<file path="src/rtl/fetch_ctrl.sv">
// Instruction-fetch sequencer: owns the PC, drives the combinational instruction memory,
// and buffers fetched {pc, inst} pairs so that decode stalls, redirects and halts lose nothing.
`timescale 1ns/1ps
module fetch_ctrl #(
    parameter logic [31:0] RESET_PC   = 32'h0000_0000,
    parameter int          IMEM_WORDS = 64,
    parameter int          DEPTH      = 2
) (
    input  logic        clk,
    input  logic        rst,
    output logic [31:0] imem_addr,
    input  logic [31:0] imem_inst,
    output logic        if_valid,
    input  logic        if_ready,
    output logic [31:0] if_pc,
    output logic [31:0] if_inst,
    input  logic        redirect_valid,
    input  logic [31:0] redirect_pc,
    input  logic        halt,
    output logic        fault,
    output logic [31:0] fault_pc
);
    localparam int PW = (DEPTH > 1) ? $clog2(DEPTH) : 1;
    localparam int CW = $clog2(DEPTH + 1);
    localparam logic [CW-1:0] DEPTH_C    = CW'(DEPTH);
    localparam logic [CW-1:0] ONE_C      = CW'(1'b1);
    localparam logic [PW-1:0] PTR_ONE_C  = PW'(1'b1);
    localparam logic [32:0]   ADDR_LIMIT = 33'(IMEM_WORDS) * 33'd4;

    typedef enum logic [1:0] {
        ST_RUN    = 2'd0,
        ST_HALTED = 2'd1,
        ST_FAULT  = 2'd2
    } state_e;

    state_e        state_q, state_d;
    logic [31:0]   pc_q, pc_d;
    logic [CW-1:0] count_q, count_d;
    logic [PW-1:0] rd_ptr_q, rd_ptr_d;
    logic [PW-1:0] wr_ptr_q, wr_ptr_d;
    logic          fault_q, fault_d;
    logic [31:0]   fault_pc_q, fault_pc_d;
    logic [31:0]   buf_pc_q   [DEPTH];
    logic [31:0]   buf_pc_d   [DEPTH];
    logic [31:0]   buf_inst_q [DEPTH];
    logic [31:0]   buf_inst_d [DEPTH];

    logic          addr_bad_s;
    logic          fetch_en_s;
    logic          bad_fetch_s;
    logic          space_s;
    logic          push_s;
    logic          pop_s;
    logic [PW-1:0] wr_idx_s;

    assign imem_addr = redirect_valid ? {redirect_pc[31:2], 2'b00} : pc_q;
    assign if_valid  = (count_q != {CW{1'b0}});
    assign fault     = fault_q;
    assign fault_pc  = fault_pc_q;

    // Head entry presentation; reads zero while the buffer is empty.
    always_comb begin
        if_pc   = 32'h0000_0000;
        if_inst = 32'h0000_0000;
        if (if_valid) begin
            if_pc   = buf_pc_q[rd_ptr_q];
            if_inst = buf_inst_q[rd_ptr_q];
        end else begin
            if_pc   = 32'h0000_0000;
            if_inst = 32'h0000_0000;
        end
    end

    // Fetch decision, FIFO bookkeeping, PC, fault and state next-values.
    always_comb begin
        addr_bad_s  = ({1'b0, imem_addr} >= ADDR_LIMIT) ||
                      (redirect_valid && (redirect_pc[1:0] != 2'b00));
        fetch_en_s  = !halt && (redirect_valid || (state_q == ST_RUN));
        bad_fetch_s = addr_bad_s && (redirect_valid || ((state_q == ST_RUN) && !halt));
        // A redirect flushes the buffer, so any pop that cycle is discarded.
        pop_s       = if_valid && if_ready && !redirect_valid;
        space_s     = redirect_valid || (count_q < DEPTH_C) || pop_s;
        push_s      = fetch_en_s && !addr_bad_s && space_s;
        wr_idx_s    = redirect_valid ? {PW{1'b0}} : wr_ptr_q;

        state_d    = state_q;
        pc_d       = pc_q;
        count_d    = count_q;
        rd_ptr_d   = rd_ptr_q;
        wr_ptr_d   = wr_ptr_q;
        fault_d    = fault_q;
        fault_pc_d = fault_pc_q;
        buf_pc_d   = buf_pc_q;
        buf_inst_d = buf_inst_q;

        if (push_s) begin
            buf_pc_d[wr_idx_s]   = imem_addr;
            buf_inst_d[wr_idx_s] = imem_inst;
            pc_d                 = imem_addr + 32'd4;
        end else if (redirect_valid) begin
            pc_d = imem_addr;
        end else begin
            pc_d = pc_q;
        end

        if (redirect_valid) begin
            rd_ptr_d = {PW{1'b0}};
            wr_ptr_d = push_s ? PTR_ONE_C : {PW{1'b0}};
            count_d  = push_s ? ONE_C : {CW{1'b0}};
        end else begin
            rd_ptr_d = pop_s  ? rd_ptr_q + PTR_ONE_C : rd_ptr_q;
            wr_ptr_d = push_s ? wr_ptr_q + PTR_ONE_C : wr_ptr_q;
            if (push_s && !pop_s) begin
                count_d = count_q + ONE_C;
            end else if (pop_s && !push_s) begin
                count_d = count_q - ONE_C;
            end else begin
                count_d = count_q;
            end
        end

        if (bad_fetch_s) begin
            fault_d    = 1'b1;
            fault_pc_d = imem_addr;
        end else if (redirect_valid) begin
            fault_d = 1'b0;
        end else begin
            fault_d = fault_q;
        end

        if (redirect_valid) begin
            state_d = addr_bad_s ? ST_FAULT : ST_RUN;
        end else begin
            case (state_q)
                ST_RUN: begin
                    if (bad_fetch_s) begin
                        state_d = ST_FAULT;
                    end else if (halt) begin
                        state_d = ST_HALTED;
                    end else begin
                        state_d = ST_RUN;
                    end
                end
                ST_HALTED: state_d = halt ? ST_HALTED : ST_RUN;
                ST_FAULT:  state_d = ST_FAULT;
                default:   state_d = ST_RUN;
            endcase
        end
    end

    // State register with synchronous reset.
    always_ff @(posedge clk) begin
        if (rst) begin
            state_q    <= ST_RUN;
            pc_q       <= RESET_PC;
            count_q    <= {CW{1'b0}};
            rd_ptr_q   <= {PW{1'b0}};
            wr_ptr_q   <= {PW{1'b0}};
            fault_q    <= 1'b0;
            fault_pc_q <= 32'h0000_0000;
            for (int i = 0; i < DEPTH; i++) begin
                buf_pc_q[i]   <= 32'h0000_0000;
                buf_inst_q[i] <= 32'h0000_0000;
            end
        end else begin
            state_q    <= state_d;
            pc_q       <= pc_d;
            count_q    <= count_d;
            rd_ptr_q   <= rd_ptr_d;
            wr_ptr_q   <= wr_ptr_d;
            fault_q    <= fault_d;
            fault_pc_q <= fault_pc_d;
            buf_pc_q   <= buf_pc_d;
            buf_inst_q <= buf_inst_d;
        end
    end
endmodule

</file>
<file path="config.mk">
export PLATFORM = sky130hd
export DESIGN_NAME = fetch_ctrl
export DESIGN_NICKNAME = d
export VERILOG_FILES = /design/src/rtl/fetch_ctrl.sv
export SDC_FILE = /design/constraint.sdc
export NUM_CORES = 1
export LEC_CHECK = 0
export BUFFER_PORTS_ARGS = -buffer_cell sky130_fd_sc_hd__buf_2
export CELL_PAD_IN_SITES_DETAIL_PLACEMENT = 1
export CELL_PAD_IN_SITES_GLOBAL_PLACEMENT = 1
export CORE_MARGIN = 3
export CORE_UTILIZATION = 40
export CTS_BUF_LIST = sky130_fd_sc_hd__clkbuf_4 sky130_fd_sc_hd__clkbuf_8 sky130_fd_sc_hd__clkbuf_16
export CTS_CLUSTER_DIAMETER = 80
export DETAILED_ROUTE_END_ITERATION = 16
export PLACE_DENSITY = 0.87
export SYNTH_ARGS = -nofsm -noshare
export SYNTH_HDL_FRONTEND = slang
export SYNTH_SLANG_ARGS = --single-unit
</file>
<file path="constraint.sdc">
create_clock -name clk -period 2.9 [get_ports clk]
set_input_delay 0.725 -clock clk [delete_from_list [all_inputs] [get_ports clk]]
set_output_delay 0.725 -clock clk [all_outputs]
set_load 0.01 [all_outputs]
</file>
---- Yosys cells after proc, flatten, opt, wreduce, memory -nomap -nowiden ----
Index checks and enable logic that the tools add are counted.
word-level totals
  output and inout bits ................... 130
  input port bits ......................... 69
  register bits ........................... 199
operators by class
  bitwise gates (word level) .............. 2
  equality and inequality tests ........... 2
  add/subtract/negate cells ............... 5
  muxes and demuxes ....................... 30
  magnitude comparators ................... 5
  reduce and logical (&&, ||, !) cells .... 28
operator list
  cell                     number
  $mux W32                 12
  $bwmux W64               2
  $add A32 B3 Y32 const B  1
  $demux W32 S1            1
  $ge A32 B9 Y1 const B    1
  $mux W2                  6
  $logic_and A1 B1 Y1      11
  $mux W1                  8
  $reduce_bool A2 Y1       4
  $pmux W2 S3              1
  $logic_not A1 Y1         5
  $logic_or A1 B1 Y1       5
  $ge A2 B2 Y1 const B     2
  $not A1 Y2               2
  $reduce_bool A3 Y1       1
  $add A1 B1 Y1 const B    2
  $add A2 B1 Y2 const B    1
  $eq A2 B1 Y1 const B     1
  $eq A2 B2 Y1 const B     1
  $logic_not A2 Y1         1
  $lt A2 B1 Y1 const B     1
  $lt A2 B2 Y1 const B     1
  $reduce_or A2 Y1         1
  $sub A2 B1 Y2 const B    1

---- Longest topological paths before layout ----
Gate-level depths: netlist of the first run.
  depth in word-level cells ............... 11
  mapped depth ............................ 10
  mapped depth without buffers ............ 7

---- Least setup slack after synthesis of the first run ----
Ideal clock, no wire load.
  path kind ............................... in2out
  start ................................... input redirect_valid
  end ..................................... output imem_addr[9]
  path slack .............................. 228 ps
  arrival time ............................ 1,947 ps
  cell stages on the path ................. 5
  required time ........................... 2,175 ps
  buffers on the path ..................... 4
  path through ............................ buf_4 -> buf_2 -> buf_2 -> clkbuf_1 -> mux2_2
between the ends
  cells in the longest elaborated chain, start to end .. 1
RTL lines
  element             RTL line  text
  start: declaration  17        input logic redirect_valid,
  $mux W32            56        assign imem_addr = redirect_valid ? {redirect_pc[31:2], 2'b00} : pc_q;
  end: declaration    11        output logic [31:0] imem_addr,
Every way passes these cells.

---- Worst setup path in the final report of the first run ----
  start ................................... input redirect_valid
  end ..................................... output imem_addr[5]
The elaborated chain is that of the path after synthesis.

==> summary.txt, run 1 <==
Core area -> 0.0197 mm²
Pins Over Slew Limit -> 0
Routed met3 length -> 929 µm
Async set-or-reset flop fraction in the synthesized netlist -> 0
Yosys Warn Count -> 0
Met2 wire len -> 10600 µm
Post-DR vias/cell -> 4.92
Post_cts resized -> 0
DRC -> 0
Antenna-violating nets left -> 0
Critical path arrival -> 1980 ps
DR WL/cell -> 16.8 µm
Critical path endpoint category -> output port
Top cell type's share of synthesized area -> 0.492
Cell Pwr Density -> 559 mW/mm²
GR Util All Layers -> 0.199
Setup TNS -> 0 ps
Fin crit period -> 2700 ps
Post-Syn Area per Cell -> 9.69 µm²
Status -> finished clean
Layout cell share with drive strength beyond 1 -> 0.281
Synth unique cells -> 41
Synth Instances -> 835
# IOs -> 199
Register bit total from synthesis -> 199
Fmax -> 370 MHz
Post-DP HPWL -> 15100 µm
Slew HR -> 0.558
Hold Path Origin -> buf_pc_q[28]$_SDFFE_PP0P_
Clk_lat worst skew -> 440 ps
R2R depth -> 6
Largest cells by area after synthesis -> dfxtp_1 (49%), mux2i_1 (19%), nor2_1 (7.8%), and2_1 (3.7%), mux2_2 (3.3%)
R2r endpoint -> buf_pc_q[45]$_SDFFE_PP0P_
CTS clk-pin slew, worst paths -> 80 ps
Top FF cell, synth -> dfxtp_1
Final #Nets -> 1090
Die area -> 0.0220 mm²
CTS tree -> yes
Port buffer count -> 198
Die H -> 148 µm
First-pass GRT wire length -> 35400 µm
Critical path peak fanout -> 9
Die W -> 148 µm
Setup violations, final -> 0
Root Buffer Master -> clkbuf_16
CTS Sinks -> 199
Post-synth design cell area -> 0.00809 mm²
Total grt overflow -> 0
Worst slew pin tran -> 664 ps
Setup crit start kind -> input pin
CTS H-Tree Depth -> 4
Crit share post-route -> 0.933
Peak supply drop -> 0.418 mV
Wl on met1 -> 9510 µm
Required @ worst endpoint -> 2170 ps
Diodes inserted -> 0
Hold Buf Count CTS -> 0
Post-synth EDFFs -> 0
Final cell count without fillers -> 1297
# rows -> 51
Cell depth of the worst hold path -> 1
Drt total wl -> 21700 µm
Pre-antenna DRT Iters -> 4
DRT iter0 DRCs -> 242
RSZ-0062 raised after global routing -> no
Area grow syn2layout -> 24.1%
Pleak -> 4.68 nW
Final Hold Fails -> 0
Largest net degree at the start of global routing -> 63
Postcts setup bufs -> 0
Bufs on Longest Clock Path -> 2
CP Class -> in -> out
Routability Congestion -> 0.847
Top layer in use -> met5
Post-synth top area cell -> dfxtp_1
Vias in the first global route -> 6807
Worst Hold Path EP -> buf_pc_q[28]$_SDFFE_PP0P_
DR vias -> 6381
Cts bufs inserted -> 17
Initial antenna violation count -> 1
Min-delay worst type -> reg -> reg
Starting Density -> 0.412
R2R setup slack -> 580 ps
Placed Instances -> 1265
Clock skew -> 15.2 ps
Sequential fraction of the synthesis area -> 0.492
Maxcap violations -> 0
FF-to-FF Start -> pc_q[31]$_SDFFE_PP0P_
Syn_nets -> 906
==> power by group <==
part	switching [W]	internal (W)	leakage, nW	total, W
clock	0.00117	0.00118	0.285	0.00236
sequential	0.0000317	0.00279	1.62	0.00282
combinational	0.000256	0.000179	2.78	0.000435
total	0.00146	0.00415	4.68	0.00561
==> state kept, by name, summed over array words and instances, names as in the netlist <==
signal / cells
rd_ptr_q: 1
fault: 1
buf_pc_q: 64
wr_ptr_q: 1
buf_inst_q: 64
fault_pc: 32
pc_q: 32
state_q: 2
count_q: 2
==> cells in the final DEF, fill, tap and decap left out, drive strengths merged, types with 5 or more instances in the layout <==
| cell | n |
|---|---|
| nand2b | 26 |
| mux2i | 152 |
| a21oi | 8 |
| nor3 | 5 |
| nor4 | 7 |
| dfxtp | 199 |
| nand2 | 29 |
| mux2 | 24 |
| o21ai | 27 |
| nor2 | 169 |
| clkbuf | 18 |
| inv | 17 |
| a211oi | 8 |
| buf | 223 |
| clkinv | 5 |
| and2 | 48 |
| nor2b | 29 |
==> worst max path at each step <==
stage | cells past startpoint | startpoint | endpoint | slack, ps
floorplan | 5 | redirect_valid | imem_addr[9] | 230
finish | 6 | redirect_valid | imem_addr[5] | 200
global placement | 7 | redirect_valid | buf_pc_q[56]$_SDFFE_PP0P_ | -20
CTS | 6 | redirect_valid | imem_addr[6] | 200
detailed placement | 7 | redirect_valid | buf_pc_q[52]$_SDFFE_PP0P_ | -100
global route | 6 | redirect_valid | imem_addr[5] | 60
==> cell usage after synthesis (5+ instances only) <==
cell,instances
dfxtp_1,199
a211oi_1,7
mux2_2,24
a21oi_1,7
nand2_1,29
inv_1,10
o21ai_0,27
buf_1,9
buf_2,13
nor2_1,169
and2_1,48
mux2i_1,152
nor4_1,6
nand2b_1,26
nor3_1,5
nor2b_1,29
clkbuf_1,33
==> logic make-up (layout without fill, tap and decap cells) <==
group | Yosys count | count (layout) | share of synthesized area
mux | 176 | 176 | 0.221
compound gates | 52 | 52 | 0.0417
simple gates | 333 | 333 | 0.201
xor+xnor | 5 | 5 | 0.00541
flops | 199 | 199 | 0.492
buf+inv | 68 | 265 | 0.0349
fa+ha+maj | 2 | 2 | 0.00309
==> worst max-delay path, stage by stage <==
cell,delay (ps)
buf_2,160
buf_4,190
buf_4,200
mux2i_1,310
inv_1,190
buf_2,190
==> per-stage QoR <==
| step | hold WS (ps) | utilization | worst slack, ps | power, W | area, µm² |
|---|---|---|---|---|---|
| after floorplan | 429 | - | 228 | 0.00311 | 8090 |
| after global placement | 441 | 0.480 | -21.6 | 0.00330 | 9440 |
| after detailed placement | 443 | 0.480 | -105 | 0.00332 | 9440 |
| after CTS | 468 | 0.511 | 195 | 0.00567 | 10000 |
| after global routing | 487 | 0.511 | 56.2 | 0.00584 | 10000 |
| final | 461 | 0.511 | 196 | 0.00561 | 10000 |
==> area by class of cell <==
cell class                 instances  area, µm²
fill                            2295       9610
sequential                       199       3990
multi-input combinational        568       3840
timing repair buffer             223       1240
clock buffer                      18        439
tap                              265        332
clock inverter                    14        158
inverter                          10       37.5
==> routing by layer <==
layer  track usage  up-vias
met5             0        -
met4        0.0785        2
met3        0.0478       44
met2         0.340      132
met1         0.244     3050
li1              -     3153
Power figures use the tool's default switching activity.
==> inputs of run 2 (changes only) <==
==> constraint.sdc (replaced) <==
create_clock -name clk -period 2.9 [get_ports clk]
set_input_delay 0.725 -clock clk [delete_from_list [all_inputs] [get_ports clk]]
set_output_delay 0.725 -clock clk [all_outputs]
set_load 0.05 [all_outputs]
==> summary.txt, run 2 (synthesis results as in run 1) <==
Status -> finished clean
CP Class -> in -> out
Initial antenna violation count -> 3
Seq pwr share -> 0.481
Post-DP HPWL -> 15500 µm
Sw Ratio -> 0.292
Critical path endpoint category -> output port
Critical path peak fanout -> 17
Placed Instances -> 1271
Routability Congestion -> 0.849
Root Buffer Master -> clkbuf_16
Setup crit start kind -> input pin
Clock network power share -> 0.409
DRC -> 0
Min-delay worst type -> reg -> reg
Clk_lat worst skew -> 440 ps
Setup violations, final -> 0
Launch point of the worst path -> redirect_valid
# IOs -> 199
# rows -> 51
Cell Pwr Density -> 580 mW/mm²
Final #Nets -> 1096
Post_cts resized -> 0
Area grow syn2layout -> 24.8%
Postcts setup bufs -> 0
Pwr Total -> 0.00585 W
Peak supply drop -> 0.365 mV
R2R depth -> 8
CTS Sinks -> 199
R2r endpoint -> buf_inst_q[0]$_SDFFE_PP0P_
Drt total wl -> 22500 µm
Internal power -> 0.00414 W
FF-to-FF Start -> pc_q[31]$_SDFFE_PP0P_
CTS tree -> yes
Commonest non-fill, non-tap cell in the layout -> dfxtp_1
Slew HR -> 0.568
DRT iter0 DRCs -> 214
Final cell count without fillers -> 1305
Maxcap violations -> 0
Gate power share -> 0.110
Bufs on Longest Clock Path -> 2
Layout cell share with drive strength beyond 1 -> 0.285
Post-DR vias/cell -> 4.96
Required @ worst endpoint -> 2170 ps
Die H -> 148 µm
Total grt overflow -> 0
CTS H-Tree Depth -> 4
Fmax -> 361 MHz
Cts bufs inserted -> 17
Pre-antenna DRT Iters -> 4
Antenna-violating nets left -> 0
Worst slew pin tran -> 648 ps
RSZ-0062 raised after global routing -> no
Most frequent cells in the layout -> dfxtp_1 (198), buf_2 (197), nor2_1 (168), mux2i_1 (152), and2_1 (48)
First-pass GRT wire length -> 36700 µm
Setup crit end -> imem_addr[5]
Top flop regs -> buf_inst_q: 64 flops, buf_pc_q: 64 flops
Pins Over Slew Limit -> 0
Pleak -> 4.71 nW
GR Util All Layers -> 0.207
Core area -> 0.0197 mm²
CTS clk-pin slew, worst paths -> 80 ps
Vias in the first global route -> 6929
R2R setup slack -> 560 ps
Die W -> 148 µm
Clock skew -> 14.0 ps
Critical path arrival -> 2040 ps
Largest net degree at the start of global routing -> 63
Port buffer count -> 198
Final Hold Fails -> 0
DR WL/cell -> 17.3 µm
Switching Power -> 0.00171 W
Hold Buf Count CTS -> 0
DR vias -> 6478
Fin crit period -> 2770 ps
Starting Density -> 0.412
Crit share post-route -> 0.954
Die area -> 0.0220 mm²
run 2: cell types whose count changed in the layout (fill, tap and decap cells not counted):
cell,change
buf_4,+6
clkinv_8,+2
diode_2,+2
clkbuf_8,-1
clkinv_2,+1
clkinv_4,-1
clkinvlp_4,-1
run 2: how the worst min path moves through the flow:
stage | cells after the start | slack, ps | from | end
global placement | 1 | 440 | buf_pc_q[8]$_SDFFE_PP0P_ | buf_pc_q[8]$_SDFFE_PP0P_
global route | 1 | 490 | buf_pc_q[44]$_SDFFE_PP0P_ | buf_pc_q[44]$_SDFFE_PP0P_
floorplan | 1 | 430 | buf_pc_q[40]$_SDFFE_PP0P_ | buf_pc_q[40]$_SDFFE_PP0P_
detailed placement | 1 | 450 | buf_pc_q[10]$_SDFFE_PP0P_ | buf_pc_q[10]$_SDFFE_PP0P_
finish | 1 | 460 | buf_pc_q[11]$_SDFFE_PP0P_ | buf_pc_q[11]$_SDFFE_PP0P_
CTS | 1 | 470 | buf_pc_q[11]$_SDFFE_PP0P_ | buf_pc_q[11]$_SDFFE_PP0P_
run 2: critical path: stages:
cell and delay [ps]:
buf_2 200, buf_4 200, buf_12 170, mux2i_1 360, inv_1 120, buf_2 250
run 2: per-layer routing:
metal  vias to the layer above  track usage  wire length [µm]
li1                       3159            -                 -
met3                        37       0.0615              1070
met4                         2       0.0748               621
met5                         -            0                13
met1                      3147        0.244              9410
met2                       133        0.359             11400
run 2: final cells by class:
| cell class | instances | area (µm²) |
|---|---|---|
| multi-input cells | 568 | 3840 |
| well taps | 265 | 332 |
| repair buffers | 229 | 1290 |
| clock buffers | 17 | 425 |
| inverters | 10 | 37.5 |
| clock inverters | 15 | 179 |
| flip-flops and latches | 199 | 3990 |
| diodes | 2 | 5.00 |
| fillers | 2314 | 9560 |
run 2: metrics by stage:
step | utilization | setup TNS, ps | instance area [µm²] | hold slack (ps) | setup slack [ps]
3_3_place_gp | 0.483 | 0 | 9490 | 441 | 82.5
2_1_floorplan | - | 0 | 8090 | 429 | 123
4_1_cts | 0.513 | 0 | 10100 | 468 | 149
3_5_place_dp | 0.483 | -291 | 9490 | 446 | -26.2
6_report | 0.514 | 0 | 10100 | 465 | 133
5_1_grt | 0.514 | 0 | 10100 | 492 | 43.9
run 2: power by group through the flow:
stage | combinational [W] | sequential (W) | clock (W)
2_1_floorplan | 0.000324 | 0.00298 | 0
3_3_place_gp | 0.000628 | 0.00288 | 0
3_5_place_dp | 0.000638 | 0.00288 | 0
4_1_cts | 0.000645 | 0.00282 | 0.00244
5_1_grt | 0.000683 | 0.00282 | 0.00258
6_report | 0.000642 | 0.00282 | 0.00240
